**src/rtl/pcpi_pkg.sv**
```systemverilog
// Shared definitions for the PCPI initiator and the co-processors it drives.
package pcpi_pkg;

    localparam logic [6:0] OPC_CUSTOM = 7'b0110011;
    localparam logic [6:0] F7_COPROC  = 7'b0000001;

    // funct3 op codes, shared with the co-processor decoder
    localparam logic [2:0] F3_MUL    = 3'b000;
    localparam logic [2:0] F3_MULH   = 3'b001;
    localparam logic [2:0] F3_MULHSU = 3'b010;
    localparam logic [2:0] F3_MULHU  = 3'b011;
    localparam logic [2:0] F3_DIV    = 3'b100;
    localparam logic [2:0] F3_DIVU   = 3'b101;
    localparam logic [2:0] F3_REMU   = 3'b111;

    localparam logic [1:0] STS_OK      = 2'b00;
    localparam logic [1:0] STS_TIMEOUT = 2'b01;
    localparam logic [1:0] STS_ILLEGAL = 2'b10;

    typedef enum logic [1:0] {
        ST_IDLE  = 2'd0,
        ST_ISSUE = 2'd1,
        ST_RESP  = 2'd2
    } state_e;

    function automatic logic is_legal(input logic [31:0] insn);
        return (insn[6:0] == OPC_CUSTOM) && (insn[31:25] == F7_COPROC);
    endfunction

endpackage

```
**src/rtl/pcpi_timeout_ctr.sv**
```systemverilog
// Counts consecutive silent responder cycles; expire_o pulses on the cycle
// that would bring the count to TIMEOUT. TIMEOUT = 0 never expires.
module pcpi_timeout_ctr #(
    parameter int TIMEOUT = 255
) (
    input  logic clk,
    input  logic rst_n,
    input  logic clr_i,
    input  logic en_i,
    output logic expire_o
);

    localparam int CW = (TIMEOUT > 1) ? $clog2(TIMEOUT + 1) : 1;
    localparam logic [CW-1:0] LAST = (TIMEOUT > 0) ? CW'(TIMEOUT - 1) : '0;

    logic [CW-1:0] cnt_q;

    // Expiry is decided combinationally so the owner can leave ISSUE on the
    // same edge the TIMEOUT-th silent cycle is sampled.
    assign expire_o = (TIMEOUT != 0) && en_i && !clr_i && (cnt_q == LAST);

    // Silent-cycle counter; clear has priority over enable.
    always_ff @(posedge clk or negedge rst_n) begin
        if (!rst_n) begin
            cnt_q <= '0;
        end else if (clr_i) begin
            cnt_q <= '0;
        end else if (en_i && !expire_o) begin
            cnt_q <= cnt_q + 1'b1;
        end
    end

endmodule

```
**src/rtl/pcpi_cmd_initiator.sv**
```systemverilog
// Initiator end of PCPI: takes one command over STB/BUSY, issues it to a
// co-processor, and returns result, status and latency over STB/BUSY.
//
// state    | meaning
// ---------+-----------------------------------------------------------
// ST_IDLE  | waiting for a command, cmd_BUSY low
// ST_ISSUE | pico_valid high, waiting for pico_ready or timeout
// ST_RESP  | response presented, waiting for downstream to take it
module pcpi_cmd_initiator
    import pcpi_pkg::*;
#(
    parameter int TIMEOUT = 255,
    parameter int CYC_W   = 16
) (
    input  logic             clk,
    input  logic             rst,
    input  logic             cmd_input_STB,
    input  logic [31:0]      cmd_insn,
    input  logic [31:0]      cmd_rs1,
    input  logic [31:0]      cmd_rs2,
    output logic             cmd_BUSY,
    output logic             pico_valid,
    output logic [31:0]      pico_insn,
    output logic [31:0]      pico_rs1,
    output logic [31:0]      pico_rs2,
    input  logic             pico_wr,
    input  logic [31:0]      pico_rd,
    input  logic             pico_wait,
    input  logic             pico_ready,
    output logic             rsp_output_STB,
    output logic [31:0]      rsp_result,
    output logic             rsp_wr,
    output logic [1:0]       rsp_status,
    output logic [CYC_W-1:0] rsp_cycles,
    input  logic             output_module_BUSY
);

    state_e             state_q;
    logic               busy_q;
    logic               valid_q;
    logic [31:0]        insn_q;
    logic [31:0]        rs1_q;
    logic [31:0]        rs2_q;
    logic               stb_q;
    logic [31:0]        result_q;
    logic               wr_q;
    logic [1:0]         status_q;
    logic [CYC_W-1:0]   cycles_q;
    logic [CYC_W-1:0]   cycles_d;
    logic               to_clr;
    logic               to_en;
    logic               to_expire;

    // The silent-cycle count only runs inside ISSUE; pico_wait restarts it.
    assign to_clr = (state_q != ST_ISSUE) || pico_wait;
    assign to_en  = (state_q == ST_ISSUE) && !pico_wait && !pico_ready;

    pcpi_timeout_ctr #(
        .TIMEOUT (TIMEOUT)
    ) u_timeout (
        .clk      (clk),
        .rst_n    (rst),
        .clr_i    (to_clr),
        .en_i     (to_en),
        .expire_o (to_expire)
    );

    // Saturating latency increment.
    assign cycles_d = (&cycles_q) ? cycles_q : cycles_q + CYC_W'(1);

    // Command/response sequencing with registered outputs.
    always_ff @(posedge clk or negedge rst) begin
        if (!rst) begin
            state_q  <= ST_IDLE;
            busy_q   <= 1'b0;
            valid_q  <= 1'b0;
            insn_q   <= '0;
            rs1_q    <= '0;
            rs2_q    <= '0;
            stb_q    <= 1'b0;
            result_q <= '0;
            wr_q     <= 1'b0;
            status_q <= STS_OK;
            cycles_q <= '0;
        end else begin
            case (state_q)
                ST_IDLE: begin
                    if (cmd_input_STB && !busy_q) begin
                        busy_q   <= 1'b1;
                        insn_q   <= cmd_insn;
                        rs1_q    <= cmd_rs1;
                        rs2_q    <= cmd_rs2;
                        cycles_q <= '0;
                        if (is_legal(cmd_insn)) begin
                            valid_q <= 1'b1;
                            state_q <= ST_ISSUE;
                        end else begin
                            status_q <= STS_ILLEGAL;
                            result_q <= '0;
                            wr_q     <= 1'b0;
                            stb_q    <= 1'b1;
                            state_q  <= ST_RESP;
                        end
                    end
                end
                ST_ISSUE: begin
                    cycles_q <= cycles_d;
                    if (pico_ready) begin
                        wr_q     <= pico_wr;
                        result_q <= pico_wr ? pico_rd : 32'h0;
                        status_q <= STS_OK;
                        valid_q  <= 1'b0;
                        stb_q    <= 1'b1;
                        state_q  <= ST_RESP;
                    end else if (to_expire) begin
                        wr_q     <= 1'b0;
                        result_q <= '0;
                        status_q <= STS_TIMEOUT;
                        valid_q  <= 1'b0;
                        stb_q    <= 1'b1;
                        state_q  <= ST_RESP;
                    end
                end
                ST_RESP: begin
                    if (!output_module_BUSY) begin
                        stb_q   <= 1'b0;
                        busy_q  <= 1'b0;
                        state_q <= ST_IDLE;
                    end
                end
                default: state_q <= ST_IDLE;
            endcase
        end
    end

    assign cmd_BUSY       = busy_q;
    assign pico_valid     = valid_q;
    assign pico_insn      = insn_q;
    assign pico_rs1       = rs1_q;
    assign pico_rs2       = rs2_q;
    assign rsp_output_STB = stb_q;
    assign rsp_result     = result_q;
    assign rsp_wr         = wr_q;
    assign rsp_status     = status_q;
    assign rsp_cycles     = cycles_q;

endmodule

```
**config.mk**
```make
export PLATFORM = sky130hd
export DESIGN_NAME = pcpi_cmd_initiator
export DESIGN_NICKNAME = d
export VERILOG_FILES = /design/src/rtl/pcpi_pkg.sv /design/src/rtl/pcpi_timeout_ctr.sv /design/src/rtl/pcpi_cmd_initiator.sv
export SDC_FILE = /design/constraint.sdc
export NUM_CORES = 1
export LEC_CHECK = 0
export CORE_MARGIN = 10
export CORE_UTILIZATION = 40
export DETAILED_ROUTE_END_ITERATION = 16
export PLACE_DENSITY = 0.73
export SLEW_MARGIN = 10
export SYNTH_ARGS = -nofsm -noshare
export SYNTH_HDL_FRONTEND = slang
export SYNTH_HIERARCHICAL = 1
export SYNTH_SLANG_ARGS = --single-unit
```
**constraint.sdc**
```tcl
create_clock -name clk -period 4.45 [get_ports clk]
set_input_delay 1.1125 -clock clk [delete_from_list [all_inputs] [get_ports clk]]
set_output_delay 1.1125 -clock clk [all_outputs]
set_load 0.02 [all_outputs]
```
==> impl_metrics.py <==
metrics = {
    "run_status": {
        "outcome": "finished, final reports clean",
    },
    "worst_setup_path": {
        "r2r_slack_ps": 960,
        "rr_endpoint": "rsp_result[30]$_DFFE_PN0P_",
        "start_kind": "register",
        "cp.arrival_ps": 3800,
        "r2r_cells": 10,
        "cp-end-kind": "register",
        "criticalPathCategory": "reg -> reg",
        "required_ps": 4760,
        "worstPathMaxFanout": 22,
        "regToRegStartpoint": "state_q[1]$_DFFE_PN0P_",
    },
    "synth": {
        "synth_flop_cell": "dfrtp_1",
        "synthAdderAreaFrac_pct": 1.13,
        "syn-num-nets": 622,
        "synth_top_cell_by_area": "dfrtp_1",
        "seq_area_frac_synth_pct": 60.2,
        "yosys_warnings": 6,
        "syn_area_um2": 6650,
        "synth-xor-area-share_pct": 0,
        "post-synth-top-area-fraction_pct": 60.2,
        "synthMuxAreaShare_pct": 17.9,
        "ys_ff_latch": 160,
        "async_reset_ff_share_pct": 100,
        "syn_inst": 481,
        "synthTopCellsByArea": "dfrtp_1 (60%), mux2_2 (17%), a22o_1 (4.5%)",
        "yosys.area_share.simple_pct": 7.55,
        "synth_compound_area_share_pct": 10.6,
        "synth_top_family_by_area": "multiplexers",
        "synth_edf_count": 0,
        "synth_cell_types": 62,
        "synth.avg_cell_area_um2": 13.8,
    },
    "final_layout": {
        "final_common_cell": "clkdlybuf4s50_1",
        "final-seq-area_um2": 4000,
        "finalNetCount": 906,
        "area_growth_pct": 54.7,
        "multi_input_area_um2": 2480,
        "final.fill_count": 1217,
        "design_area_um2": 10300,
        "final_cell_mix": "clkdlybuf4s50_1 (283), dfrtp_1 (160), mux2_2 (101), a22o_1 (34), clkbuf_16 (17)",
        "antenna_cells": 0,
        "drive_gt1_share_pct": 19.9,
    },
    "clocking": {
        "cts-root-buf": "clkbuf_16",
        "h-tree-depth": 4,
        "cts_made_buffers": 17,
        "post_cts_buffers": 0,
        "clk_latency_ps": 430,
        "cts_tree": "built",
        "cts_hold_buf": 0,
        "cts.repair.resized": 0,
        "cts_sinks": 160,
        "path_clk_slew_ps": 70,
        "cts_buffer_depth": 2,
    },
    "floorplanning": {
        "die_area_um2": 22200,
        "rows": 47,
        "io-pin-count": 285,
        "die_h_um": 149,
        "core_um2": 16400,
        "fp.dieW_um": 149,
        "start_util_pct": 40.5,
    },
    "timing": {
        "tns_ps": 0,
        "max_slew_margin_pct": 24.8,
        "fin_skew_ps": 11.3,
        "slew_viol_final": 0,
        "setup_slack_ps": 955,
        "hold_violations": 0,
        "fmax_mhz": 286,
        "period_minus_slack_ps": 3490,
        "setup_viol_count_final": 0,
        "fin_crit_sh_pct": 78.5,
        "grt_setup_unrepaired": "no",
        "tightest_slew_ps": 1130,
    },
    "placed_design": {
        "port_buffers": 284,
        "hpwlAfterDp_um": 16600,
        "placed_area_um2": 9690,
        "pre_cts_ws_ps": 550,
        "gp_congestion": 0.801,
    },
    "min_path": {
        "min_path_cells": 1,
        "worstHoldStart": "rsp_result[19]$_DFFE_PN0P_",
        "holdCritPathClass": "reg -> reg",
        "whs_endpoint": "rsp_result[19]$_DFFE_PN0P_",
    },
    "power_and_ir_drop": {
        "p_leak_nw": 4.31,
        "p_sw_mw": 2.08,
        "swShare_pct": 33.5,
        "p_int_mw": 4.11,
        "p_clk_share_pct": 23.7,
        "ir_drop_uv": 308,
        "p_comb_share_pct": 41.2,
        "p_total_mw": 6.19,
        "seqPwrFrac_pct": 35.0,
        "powerDensity_nw_per_um2": 602,
    },
    "routing": {
        "via_count": 5204,
        "drc": 0,
        "wl_per_cell_um": 21.5,
        "first_pass_iters": 4,
        "ant_nets": 0,
        "route.final.wire_length_um": 21500,
        "via_per_inst": 5.21,
        "drt_iter0_drc": 236,
    },
    "global_routing": {
        "grt-ovfl-total": 0,
        "grt_pass1_wl_um": 32800,
        "grt_use_total_pct": 19.0,
        "first_global_vias": 5518,
        "grt_max_degree": 100,
        "antenna_found_initial": 0,
    },
    "job": {
        "cap_violations": 0,
    },
}
==> worst max-delay path by stage <==
stage	from	end	slack, ps	cells past startpoint
after CTS	state_q[1]$_DFFE_PN0P_	rsp_result[30]$_DFFE_PN0P_	950	10
after floorplan	state_q[1]$_DFFE_PN0P_	state_q[0]$_DFFE_PN0P_	1650	10
after global placement	cmd_insn[28]	rsp_result[7]$_DFFE_PN0P_	640	5
after global routing	state_q[1]$_DFFE_PN0P_	rsp_result[30]$_DFFE_PN0P_	650	10
after detailed placement	cmd_insn[28]	rsp_result[24]$_DFFE_PN0P_	550	6
final	state_q[1]$_DFFE_PN0P_	rsp_result[30]$_DFFE_PN0P_	960	10
==> synthesized netlist by cell type, types with 2 or more instances <==
| cell type | instances |
|---|---|
| nor4_1 | 4 |
| nor2_1 | 7 |
| and2_1 | 2 |
| o221ai_1 | 2 |
| nand4_1 | 6 |
| and4_2 | 2 |
| dfrtp_1 | 160 |
| a31oi_1 | 3 |
| buf_2 | 16 |
| inv_1 | 10 |
| mux2_2 | 101 |
| nor3_1 | 8 |
| o211ai_1 | 3 |
| o2bb2ai_1 | 2 |
| a21o_1 | 2 |
| a21oi_1 | 12 |
| or3_1 | 2 |
| ha_1 | 6 |
| or2_2 | 3 |
| nand2b_1 | 6 |
| or4_1 | 2 |
| o21ai_0 | 14 |
| mux2i_1 | 4 |
| o31ai_1 | 2 |
| nor3b_1 | 2 |
| a221oi_1 | 3 |
| nand3b_1 | 2 |
| nand2_1 | 12 |
| a22o_1 | 34 |
| nand3_1 | 11 |
| clkbuf_1 | 7 |
==> critical path: stages, from the launching register on <==
cell and delay (ps):
dfrtp_1 400, inv_1 100, ha_1 680, nand2b_1 420
and4b_1 520, and3_2 220, nor3b_1 60, a21oi_1 220
o21ai_2 250, buf_4 290, a22o_1 200
==> cells by family (layout without fill, tap and decap cells) <==
kind of cell,count (synthesis),count (layout)
mux,106,106
simple gates,81,81
fa+ha+maj,6,6
flops,160,160
buf+inv,36,333
compound gates,92,92
==> stage by stage <==
stage / std cells / hold WS [ps] / util, %
4_1_cts: 998 / 503 / 62.7
2_1_floorplan: 481 / 510 / -
5_1_grt: 998 / 512 / 62.7
3_5_place_dp: 966 / 483 / 59.1
3_3_place_gp: 966 / 482 / 59.1
6_report: 998 / 501 / 62.7
==> power by group through the flow <==
stage / clock network [mW] / logic [mW] / registers, mW
CTS: 1.50 / 2.59 / 2.17
finish: 1.47 / 2.55 / 2.17
floorplan: 0 / 0.674 / 2.75
detailed placement: 0 / 2.59 / 2.20
global route: 1.56 / 2.69 / 2.23
global placement: 0 / 2.55 / 2.16
==> cell type report <==
type / instances / area share [%]
multi-input cells: 285 / 24.1
inverters: 10 / 0.365
well taps: 220 / 2.68
clock buffers: 19 / 4.31
flip-flops and latches: 160 / 38.9
repair buffers: 291 / 28.2
clock inverters: 13 / 1.47
==> state kept, by name, summed over array words and instances (netlist names) <==
register	cells
cmd_BUSY	1
pico_insn	32
pico_rs1	32
pico_rs2	32
pico_valid	1
rsp_cycles	16
rsp_output_STB	1
rsp_result	32
rsp_status	2
rsp_wr	1
state_q	2
u_timeout/cnt_q	8
==> routing by layer <==
metal	wire length, µm	share of wire, %	vias to the layer above	track usage, %
li1	-	-	2361	-
met1	8070	38	2599	20.9
met4	542	2.5	0	7.02
met2	11200	52	211	33.4
met5	0	0	-	0
met3	1660	7.7	33	5.98
No activity file was read; power rests on OpenSTA's default activity.
